[src/rtl/wb_pkg.sv]
// Shared types and widths for the register-file writeback front end.
package wb_pkg;

    localparam int XLEN   = 32;
    localparam int REG_AW = 5;

    // One pending register-file write: destination and value.
    typedef struct packed {
        logic [REG_AW-1:0] rd;
        logic [XLEN-1:0]   data;
    } wb_entry_t;

endpackage

[src/rtl/wb_fifo.sv]
// Small circular buffer of long-latency writebacks. Besides push/pop it
// compares every live entry's destination against the two decode source
// addresses, so decode can see that a register still has a queued write.
module wb_fifo
    import wb_pkg::*;
#(
    parameter int DEPTH = 4,
    localparam int PW = $clog2(DEPTH),
    localparam int CW = PW + 1
) (
    input  logic              clk_i,
    input  logic              rst_i,
    input  logic              push_i,
    input  wb_entry_t         push_entry_i,
    input  logic              pop_i,
    input  logic [REG_AW-1:0] rs1_i,
    input  logic [REG_AW-1:0] rs2_i,
    output wb_entry_t         head_o,
    output logic [CW-1:0]     count_o,
    output logic [DEPTH-1:0]  match1_o,
    output logic [DEPTH-1:0]  match2_o
);

    wb_entry_t     mem_q [DEPTH];
    wb_entry_t     mem_d [DEPTH];
    logic [PW-1:0] wr_ptr_q, wr_ptr_d;
    logic [PW-1:0] rd_ptr_q, rd_ptr_d;
    logic [CW-1:0] count_q, count_d;
    logic          do_push;
    logic          do_pop;

    // Next-state for storage, pointers and occupancy; full/empty guards keep
    // a misbehaving caller from corrupting the count.
    always_comb begin
        mem_d    = mem_q;
        wr_ptr_d = wr_ptr_q;
        rd_ptr_d = rd_ptr_q;
        count_d  = count_q;
        do_push  = push_i && (count_q < CW'(DEPTH));
        do_pop   = pop_i && (count_q != '0);
        if (do_push) begin
            mem_d[wr_ptr_q] = push_entry_i;
            wr_ptr_d        = wr_ptr_q + PW'(1);
        end
        if (do_pop) begin
            rd_ptr_d = rd_ptr_q + PW'(1);
        end
        case ({do_push, do_pop})
            2'b10:   count_d = count_q + CW'(1);
            2'b01:   count_d = count_q - CW'(1);
            default: count_d = count_q;
        endcase
    end

    // Pointer and count registers; reset simply forgets whatever was queued.
    always_ff @(posedge clk_i) begin
        if (rst_i) begin
            wr_ptr_q <= '0;
            rd_ptr_q <= '0;
            count_q  <= '0;
        end else begin
            wr_ptr_q <= wr_ptr_d;
            rd_ptr_q <= rd_ptr_d;
            count_q  <= count_d;
        end
    end

    // Entry storage needs no reset since the count decides what is live.
    always_ff @(posedge clk_i) begin
        mem_q <= mem_d;
    end

    // An entry is live when its distance from the read pointer is below the
    // count; the head being popped this cycle is still live here.
    always_comb begin
        logic [PW-1:0] offset;
        logic          live;
        offset   = '0;
        live     = 1'b0;
        match1_o = '0;
        match2_o = '0;
        for (int i = 0; i < DEPTH; i++) begin
            offset      = PW'(i) - rd_ptr_q;
            live        = ({1'b0, offset} < count_q);
            match1_o[i] = live && (mem_q[i].rd == rs1_i);
            match2_o[i] = live && (mem_q[i].rd == rs2_i);
        end
    end

    assign head_o  = mem_q[rd_ptr_q];
    assign count_o = count_q;

endmodule

[src/rtl/wb_write_arbiter.sv]
// Merges ALU and LSU writebacks onto the single register-file write port.
// ALU results normally win; LSU results wait in a FIFO and are forced through
// once they have lost arbitration too many cycles in a row. Also exposes
// forwarding (write on the port now) and pending (write still queued) lookups.
module wb_write_arbiter
    import wb_pkg::*;
#(
    parameter int DEPTH      = 4,
    parameter int STARVE_MAX = 3
) (
    input  logic                     clk_i,
    input  logic                     rst_i,
    input  logic                     alu_valid_i,
    output logic                     alu_ready_o,
    input  logic [4:0]               alu_rd_i,
    input  logic [31:0]              alu_data_i,
    input  logic                     lsu_valid_i,
    output logic                     lsu_ready_o,
    input  logic [4:0]               lsu_rd_i,
    input  logic [31:0]              lsu_data_i,
    input  logic [4:0]               rs1_i,
    input  logic [4:0]               rs2_i,
    output logic                     fwd1_hit_o,
    output logic                     fwd2_hit_o,
    output logic [31:0]              fwd1_data_o,
    output logic [31:0]              fwd2_data_o,
    output logic                     pend1_o,
    output logic                     pend2_o,
    output logic [$clog2(DEPTH):0]   count_o,
    output logic [31:0]              dataW_o,
    output logic [4:0]               rsW_o,
    output logic                     RegWEn_o
);

    localparam int CW = $clog2(DEPTH) + 1;
    localparam int SW = (STARVE_MAX < 1) ? 1 : $clog2(STARVE_MAX + 1);

    wb_entry_t         lsu_entry;
    wb_entry_t         fifo_head;
    logic [CW-1:0]     fifo_count;
    logic [DEPTH-1:0]  match1;
    logic [DEPTH-1:0]  match2;
    logic              fifo_push;
    logic              fifo_pop;
    logic              fifo_nonempty;
    logic              force_pop;
    logic              alu_win;

    logic [SW-1:0]     starve_q, starve_d;
    logic              regwen_q, regwen_d;
    logic [4:0]        rsw_q, rsw_d;
    logic [31:0]       dataw_q, dataw_d;

    wb_fifo #(
        .DEPTH (DEPTH)
    ) u_fifo (
        .clk_i        (clk_i),
        .rst_i        (rst_i),
        .push_i       (fifo_push),
        .push_entry_i (lsu_entry),
        .pop_i        (fifo_pop),
        .rs1_i        (rs1_i),
        .rs2_i        (rs2_i),
        .head_o       (fifo_head),
        .count_o      (fifo_count),
        .match1_o     (match1),
        .match2_o     (match2)
    );

    // Arbitration: a starved FIFO preempts the ALU; otherwise a real ALU write
    // wins and the FIFO head drains whenever the ALU has nothing to write
    // (including x0 requests, which are swallowed).
    always_comb begin
        fifo_nonempty  = (fifo_count != '0);
        force_pop      = fifo_nonempty && (starve_q == SW'(STARVE_MAX));
        alu_ready_o    = !rst_i && !force_pop;
        lsu_ready_o    = !rst_i && (fifo_count < CW'(DEPTH));
        alu_win        = !rst_i && !force_pop && alu_valid_i && (alu_rd_i != '0);
        fifo_pop       = !rst_i && fifo_nonempty && !alu_win;
        fifo_push      = lsu_valid_i && lsu_ready_o && (lsu_rd_i != '0);
        lsu_entry      = '0;
        lsu_entry.rd   = lsu_rd_i;
        lsu_entry.data = lsu_data_i;
    end

    // Starvation counter: counts consecutive cycles a non-empty FIFO loses,
    // saturating at the threshold so the force condition holds until a pop.
    always_comb begin
        starve_d = starve_q;
        if (!fifo_nonempty || fifo_pop) begin
            starve_d = '0;
        end else if (starve_q != SW'(STARVE_MAX)) begin
            starve_d = starve_q + SW'(1);
        end
    end

    // Write-port stage: the winner is presented for exactly one cycle; with no
    // winner the enable drops and address/data keep their last values.
    always_comb begin
        regwen_d = 1'b0;
        rsw_d    = rsw_q;
        dataw_d  = dataw_q;
        if (alu_win) begin
            regwen_d = 1'b1;
            rsw_d    = alu_rd_i;
            dataw_d  = alu_data_i;
        end else if (fifo_pop) begin
            regwen_d = 1'b1;
            rsw_d    = fifo_head.rd;
            dataw_d  = fifo_head.data;
        end
    end

    // Registered arbiter state and write-port outputs.
    always_ff @(posedge clk_i) begin
        if (rst_i) begin
            starve_q <= '0;
            regwen_q <= 1'b0;
            rsw_q    <= '0;
            dataw_q  <= '0;
        end else begin
            starve_q <= starve_d;
            regwen_q <= regwen_d;
            rsw_q    <= rsw_d;
            dataw_q  <= dataw_d;
        end
    end

    // Decode lookups: x0 never hits or stalls; forwarding looks at the write
    // currently on the port, pending looks at everything still queued.
    always_comb begin
        fwd1_hit_o  = regwen_q && (rs1_i != '0) && (rsw_q == rs1_i);
        fwd2_hit_o  = regwen_q && (rs2_i != '0) && (rsw_q == rs2_i);
        fwd1_data_o = fwd1_hit_o ? dataw_q : '0;
        fwd2_data_o = fwd2_hit_o ? dataw_q : '0;
        pend1_o     = (rs1_i != '0) && (|match1);
        pend2_o     = (rs2_i != '0) && (|match2);
    end

    assign count_o  = fifo_count;
    assign RegWEn_o = regwen_q;
    assign rsW_o    = rsw_q;
    assign dataW_o  = dataw_q;

endmodule

[config.mk]
export PLATFORM = sky130hd
export DESIGN_NAME = wb_write_arbiter
export DESIGN_NICKNAME = d
export VERILOG_FILES = /design/src/rtl/wb_pkg.sv /design/src/rtl/wb_fifo.sv /design/src/rtl/wb_write_arbiter.sv
export SDC_FILE = /design/constraint.sdc
export NUM_CORES = 1
export LEC_CHECK = 0
export BUFFER_PORTS_ARGS = -buffer_cell sky130_fd_sc_hd__buf_2
export CAP_MARGIN = 40
export CORE_MARGIN = 1.5
export CORE_UTILIZATION = 40
export DETAILED_ROUTE_END_ITERATION = 10
export PLACE_DENSITY = 0.74
export SLEW_MARGIN = 0
export SYNTH_ARGS = -nofsm -noshare
export SYNTH_HDL_FRONTEND = slang
export SYNTH_SLANG_ARGS = --single-unit
[constraint.sdc]
create_clock -name clk_i -period 2.85 [get_ports clk_i]
set_input_delay 0.57 -clock clk_i [delete_from_list [all_inputs] [get_ports clk_i]]
set_output_delay 0.57 -clock clk_i [all_outputs]
set_load 0.03 [all_outputs]
==> results_dict.tcl, run 1 <==
set metrics [dict create \
    post-route-drc-count 0 \
    fillCellCount 1828 \
    failed_checks "negative setup slack" \
    post_layout_util 0.507 \
    synthesis.instances 619 \
    final_critical_path_setup_slack_ns -0.0997 \
    multi_input_comb_area_um2 3160 \
    clk_latency_ns 0.43 \
    postCtsSetupRepairBufs 0 \
    power.net_switching_mw 1.88 \
    synth.lib_cells_used.distinct 41 \
    share_comb_of_total_power 0.183 \
    crit_type "reg2out" \
    grt_first_pass_wirelength_um 31300 \
    vdd_drop_max_uv 404 \
    number_of_buffer_cells_added_on_primary_ports 198 \
    syn_area_um2 8730 \
    die_height_um 151 \
    finalCriticalPeriod_ns 2.95 \
    p_int_mw 4.83 \
    ys_dominant_reg_cell "sky130_fd_sc_hd__edfxtp_1" \
    seq_area_um2 5390 \
    placement_rows 53 \
    global_route_usage_over_all_layers 0.188 \
    swShare 0.280 \
    max_cap_violations 0 \
    timing.max_slew.rel_slack 0.521 \
    register_area_share_after_synthesis 0.617 \
    power.share.clock 0.324 \
    ys_warn_count 0 \
    grt_max_degree 40 \
    holdBufCountCts 0 \
    synth_fp_nets 718 \
    powerDensity_nw_per_um2 624 \
    synth_enable_flop_cells 148 \
    most_frequent_cells_in_the_layout "sky130_fd_sc_hd__buf_2 (196), sky130_fd_sc_hd__edfxtp_1 (148), sky130_fd_sc_hd__and2_1 (64)" \
    final_period_utilization 1.03 \
    power_frac_seq 0.493 \
    cts_tree "yes" \
    timing.final.setup_violations 1 \
    detail-route-antenna-nets 0 \
    drt-vias-per-instance 5.04 \
    numCtsBuffers 17 \
    via_count_of_the_first_global_routing_pass 5551 \
    skew_ns 0.0118 \
    hold_slack_ns 0.332 \
    startpoint_type "register" \
    design.portCount 199 \
    finalWirelength_um 20600 \
    number_of_antenna_violations_at_the_first_check_in_global_routing 1 \
    final_layout_size_suffix_gt1_frac 0.401 \
    timing.critical_path.arrival_ns 2.38 \
    post-dp-hpwl_um 14200 \
    area_delta_synth_final_pct 23.2 \
    result_of_the_run "complete, but fails checks" \
    min-delay-path-class "in2reg" \
    yosys_register_bits 195 \
    detail_route.first_pass.iterations 4 \
    globalplace.congestion 0.866 \
    grt_overflow_total 0 \
    per_instance_average_area_after_synthesis_um2 14.1 \
    wl_per_cell_um 18.5 \
    coreArea_um2 21200 \
    dieArea_um2 22700 \
    rsz_0062_raised_after_global_routing "yes" \
    final-max-slew-violation-count 0 \
    nets 922 \
    drtIter0Drc 292 \
    path_clk_slew_ns 0.07 \
    layout_commonest_cell "sky130_fd_sc_hd__buf_2" \
    initial_core_util 0.411 \
    power.leakage_nw 4.13 \
    design_power_total_mw 6.71 \
    fp.dieW_um 151 \
    clock_tree.htree_level_count 4 \
    worstPathMaxFanout 2 \
    transition_time_of_the_tightest_slew_check_pin_ns 0.718 \
    totalNegativeSetupSlack_ns -0.0997 \
    hold_viol 0 \
    ctsRootBufferMaster "sky130_fd_sc_hd__clkbuf_16" \
    critPathRequiredTime_ns 2.28 \
    timing.critical_path.to_type "primary output" \
    cts_num_sinks 195 \
    total_via_count_after_detailed_routing 5605 \
    async_flop_share 0 \
    fmax_mhz 339 \
    ctsLongestPathBuffers 2 \
]
==> area by class of cell <==
cell class                      instances  area share
Multi-Input combinational cell        371       0.294
Tap cell                              275      0.0320
Inverter                               10     0.00349
Timing Repair Buffer                  228       0.119
Sequential cell                       195       0.501
Antenna cell                            1    0.000233
Clock buffer                           18      0.0399
Clock inverter                         14     0.00977
==> metrics by stage <==
step / setup slack (ns) / cells / instance area, µm²
after global placement: -0.0697 / 1077 / 10100
final: -0.0997 / 1112 / 10800
after global routing: -0.250 / 1111 / 10800
after detailed placement: -0.121 / 1079 / 10200
after CTS: -0.0916 / 1111 / 10800
after floorplan: -0.0636 / 619 / 8750
==> power by group through the flow <==
stage | registers [mW] | logic (mW) | clock network, mW
after CTS | 3.31 | 1.24 | 2.23
after floorplan | 3.48 | 0.708 | 0
after detailed placement | 3.37 | 1.22 | 0
after global placement | 3.36 | 1.20 | 0
final | 3.31 | 1.23 | 2.18
after global routing | 3.33 | 1.33 | 2.34
==> metal layers <==
layer,GRT usage,part of all wire,vias up
met5,0,0,-
met4,0.0481,0.0090,0
met3,0.0385,0.050,16
met2,0.327,0.50,159
met1,0.238,0.44,2755
li1,-,-,2675
==> logic make-up after synthesis <==
group / count (synthesis) / synth area share
muxes: 58 / 0.120
adders and majority gates: 11 / 0.0166
and+or+nand+nor: 173 / 0.102
buffers and inverters: 53 / 0.0282
xor gates and xnor gates: 57 / 0.0572
AOI/OAI and AO/OA: 72 / 0.0593
DFF: 195 / 0.617
==> critical path, stage by stage (launching register included) <==
cell and delay (ns):
sky130_fd_sc_hd__dfxtp_2 0.34, sky130_fd_sc_hd__xnor2_2 0.18, sky130_fd_sc_hd__inv_1 0.06, sky130_fd_sc_hd__ha_1 0.26
sky130_fd_sc_hd__nor2b_1 0.13, sky130_fd_sc_hd__a22o_1 0.25, sky130_fd_sc_hd__nor4_2 0.30, sky130_fd_sc_hd__a41oi_1 0.09
sky130_fd_sc_hd__a31oi_2 0.19, sky130_fd_sc_hd__buf_6 0.16
==> final timing paths <==
check / start / end / slack [ns] / cells after the start
setup / recovery: u_fifo.rd_ptr_q[1]$_SDFFE_PP0P_ / pend2_o / -0.1 / 9
setup reg to reg: starve_q[0]$_SDFFE_PP0P_ / u_fifo.count_o[2]$_SDFFE_PP0P_ / 0.40 / 11
hold reg to reg: dataW_o[16]$_SDFFE_PP0P_ / dataW_o[16]$_SDFFE_PP0P_ / 0.49 / 2
hold / removal: alu_data_i[21] / dataW_o[21]$_SDFFE_PP0P_ / 0.33 / 3
==> Yosys cell counts (2+ instances only) <==
cell type | number | area share
sky130_fd_sc_hd__clkbuf_1 | 19 | 0.0082
sky130_fd_sc_hd__a21oi_1 | 13 | 0.0075
sky130_fd_sc_hd__nor2_1 | 31 | 0.013
sky130_fd_sc_hd__buf_1 | 3 | 0.0013
sky130_fd_sc_hd__buf_2 | 17 | 0.0097
sky130_fd_sc_hd__ha_1 | 10 | 0.014
sky130_fd_sc_hd__o21ai_0 | 24 | 0.014
sky130_fd_sc_hd__a211oi_2 | 9 | 0.013
sky130_fd_sc_hd__mux2i_1 | 21 | 0.024
sky130_fd_sc_hd__a21oi_2 | 9 | 0.0090
sky130_fd_sc_hd__dfxtp_1 | 47 | 0.11
sky130_fd_sc_hd__or3_1 | 4 | 0.0029
sky130_fd_sc_hd__edfxtp_1 | 148 | 0.51
sky130_fd_sc_hd__nand4_1 | 6 | 0.0043
sky130_fd_sc_hd__and2_1 | 68 | 0.049
sky130_fd_sc_hd__a211oi_1 | 7 | 0.0060
sky130_fd_sc_hd__xor2_1 | 28 | 0.028
sky130_fd_sc_hd__nor4_1 | 3 | 0.0021
sky130_fd_sc_hd__or4_1 | 3 | 0.0026
sky130_fd_sc_hd__nand2_1 | 41 | 0.018
sky130_fd_sc_hd__nand3_1 | 6 | 0.0034
sky130_fd_sc_hd__buf_6 | 3 | 0.0039
sky130_fd_sc_hd__a31oi_1 | 2 | 0.0014
sky130_fd_sc_hd__mux4_2 | 37 | 0.095
sky130_fd_sc_hd__nor3_1 | 7 | 0.0040
sky130_fd_sc_hd__xnor2_1 | 29 | 0.029
sky130_fd_sc_hd__inv_1 | 10 | 0.0043
==> timing repair <==
| item | CTS | global route |
|---|---|---|
| resized for setup | 14 | 1 |
| setup endpoints to repair | 2 | 20 |
| pin swaps | 5 | 0 |
==> registers in the layout (all words and copies together) (netlist names) <==
name             count
u_fifo.mem_q       148
dataW_o             32
rsW_o                5
u_fifo.count_o       3
starve_q             2
u_fifo.rd_ptr_q      2
u_fifo.wr_ptr_q      2
RegWEn_o             1
Note: power is estimated with default switching activity, not from simulation.
==> run 2, diff against run 1 <==
--- a/config.mk
+++ b/config.mk
@@ -5,7 +5,8 @@
 export SDC_FILE = /design/constraint.sdc
 export NUM_CORES = 1
 export LEC_CHECK = 0
-export BUFFER_PORTS_ARGS = -buffer_cell sky130_fd_sc_hd__buf_2
+export ABC_CLOCK_PERIOD_IN_PS = 2850
+export BUFFER_PORTS_ARGS = -buffer_cell sky130_fd_sc_hd__buf_4
 export CAP_MARGIN = 40
 export CORE_MARGIN = 1.5
 export CORE_UTILIZATION = 40
==> results_dict.tcl, run 2 (same netlist as run 1, synthesis figures left out) <==
set metrics [dict create \
    result_of_the_run "complete, but fails checks" \
    failed_checks "negative setup slack" \
    numCtsBuffers 17 \
    grt_overflow_total 0 \
    detail_route.first_pass.iterations 4 \
    initial_core_util 0.411 \
    ctsLongestPathBuffers 2 \
    placement_rows 53 \
    rsz_0062_raised_after_global_routing "yes" \
    number_of_antenna_violations_at_the_first_check_in_global_routing 0 \
    final_layout_size_suffix_gt1_frac 0.403 \
    cts_tree "yes" \
    timing.critical_path.arrival_ns 2.41 \
    max_cap_violations 0 \
    max_reg_flops 148 \
    cts_num_sinks 195 \
    post-dp-hpwl_um 14900 \
    clk_latency_ns 0.42 \
    nets 923 \
    area_delta_synth_final_pct 30.9 \
    dieArea_um2 22700 \
    power.net_switching_mw 1.93 \
    coreArea_um2 21200 \
    final_critical_path_setup_slack_ns -0.129 \
    design_power_total_mw 7.15 \
    startpoint_type "register" \
    grt_busiest_layer "met2" \
    use_met1 0.256 \
    most_frequent_cells_in_the_layout "sky130_fd_sc_hd__buf_4 (219), sky130_fd_sc_hd__edfxtp_1 (148), sky130_fd_sc_hd__and2_1 (64)" \
    share_comb_of_total_power 0.188 \
    drt-vias-per-instance 5.14 \
    seq_area_um2 5390 \
    layout_commonest_cell "sky130_fd_sc_hd__buf_4" \
    crit_type "reg2out" \
    skew_ns 0.00964 \
    finalWirelength_um 21600 \
    fillCellCount 1812 \
    via_count_of_the_first_global_routing_pass 5702 \
    critPathRequiredTime_ns 2.28 \
    swShare 0.269 \
    multi_input_comb_area_um2 3210 \
    clock_tree.htree_level_count 4 \
    post-route-drc-count 0 \
    registers.top_by_ff_count "u_fifo.mem_q" \
    final_period_utilization 1.05 \
    timing.final.setup_violations 2 \
    power.leakage_nw 4.27 \
    power.share.clock 0.349 \
    path_clk_slew_ns 0.08 \
    fmax_mhz 336 \
    detail-route-antenna-nets 0 \
    timing.critical_path.to_type "primary output" \
    timing.max_slew.rel_slack 0.588 \
    gr-usage-met3 0.0327 \
    grt_max_degree 38 \
    total_via_count_after_detailed_routing 5715 \
    finalCriticalPeriod_ns 2.98 \
    final-max-slew-violation-count 0 \
    powerDensity_nw_per_um2 626 \
    grt_first_pass_wirelength_um 32200 \
    p_int_mw 5.23 \
    totalNegativeSetupSlack_ns -0.248 \
    drtIter0Drc 321 \
    n_antenna_cell 0 \
    transition_time_of_the_tightest_slew_check_pin_ns 0.617 \
    die_height_um 151 \
    min-delay-path-class "in2reg" \
    power_frac_seq 0.463 \
    hold_viol 0 \
    globalplace.congestion 0.879 \
    wl_per_cell_um 19.5 \
    global_route_usage_over_all_layers 0.192 \
    number_of_buffer_cells_added_on_primary_ports 198 \
    fp.dieW_um 151 \
    grt.met2_usage 0.326 \
    design.portCount 199 \
    worstPathMaxFanout 3 \
    ctsRootBufferMaster "sky130_fd_sc_hd__clkbuf_16" \
    vdd_drop_max_uv 374 \
]
-- run 2: changes by cell type in the layout (fill, tap and decap cells not counted), moves of 2 or more --
cell | previous run | this run
sky130_fd_sc_hd__clkinv_4 | 2 | 0
sky130_fd_sc_hd__buf_6 | 5 | 2
sky130_fd_sc_hd__nor4_4 | 0 | 2
sky130_fd_sc_hd__nor4_2 | 3 | 1
sky130_fd_sc_hd__bufinv_16 | 0 | 3
sky130_fd_sc_hd__clkinv_2 | 4 | 2
sky130_fd_sc_hd__buf_2 | 196 | 0
sky130_fd_sc_hd__o21ai_1 | 0 | 2
sky130_fd_sc_hd__buf_12 | 3 | 6
sky130_fd_sc_hd__buf_4 | 23 | 219
-- run 2: cell type report --
type                            instances  area share
Inverter                               10     0.00329
Clock buffer                           19      0.0388
Tap cell                              275      0.0301
Sequential cell                       195       0.472
Timing Repair Buffer                  229       0.160
Multi-Input combinational cell        371       0.281
Clock inverter                         13      0.0151
-- run 2: critical path, stage by stage, from the launching register on --
cell	delay, ns
sky130_fd_sc_hd__dfxtp_4	0.37
sky130_fd_sc_hd__xnor2_4	0.15
sky130_fd_sc_hd__buf_4	0.14
sky130_fd_sc_hd__ha_1	0.26
sky130_fd_sc_hd__a21oi_1	0.12
sky130_fd_sc_hd__nor2_1	0.09
sky130_fd_sc_hd__or4_4	0.52
sky130_fd_sc_hd__a31oi_2	0.18
sky130_fd_sc_hd__buf_6	0.16
-- run 2: stage by stage --
stage               area, µm²   util  hold slack [ns]  setup slack, ns  instances
finish                  11400  0.538            0.339           -0.129       1112
global route            11400  0.538            0.325           -0.202       1112
CTS                     11300  0.535            0.320           -0.116       1109
detailed placement      10700  0.505            0.479           -0.192       1077
global placement        10700  0.503            0.471           -0.139       1075
floorplan                8750      -            0.508          -0.0636        619
-- run 2: repair_timing --
item / in CTS / in global routing
buffers inserted: 0 / 3
hold buffers: 0 / 0
gates resized for setup: 7 / 9
setup endpoints to repair: 2 / 34
pin swaps: 6 / 8
-- run 2: power by group through the flow --
| stage | Sequential (mW) | Combinational, mW | Clock [mW] |
|---|---|---|---|
| final | 3.31 | 1.35 | 2.50 |
| after global routing | 3.33 | 1.45 | 2.65 |
| after CTS | 3.31 | 1.32 | 2.54 |
| after detailed placement | 3.37 | 1.31 | 0 |
| after global placement | 3.37 | 1.28 | 0 |
| after floorplan | 3.48 | 0.708 | 0 |
-- run 2: final timing paths --
kind	from	to	slack (ns)	cells after the start
worst max-delay path	u_fifo.rd_ptr_q[1]$_SDFFE_PP0P_	pend2_o	-0.13	8
worst min-delay path	lsu_data_i[6]	u_fifo.mem_q[6]$_DFFE_PP_	0.34	1
worst max register to register	u_fifo.count_o[0]$_SDFFE_PP0P_	u_fifo.count_o[2]$_SDFFE_PP0P_	0.32	10
worst min register to register	dataW_o[15]$_SDFFE_PP0P_	dataW_o[15]$_SDFFE_PP0P_	0.49	2
-- run 2: layer usage --
layer | part of all wire | vias up
li1 | - | 2672
met1 | 0.44 | 2865
met2 | 0.50 | 162
met3 | 0.050 | 16
met4 | 0.011 | 0
met5 | 0 | -
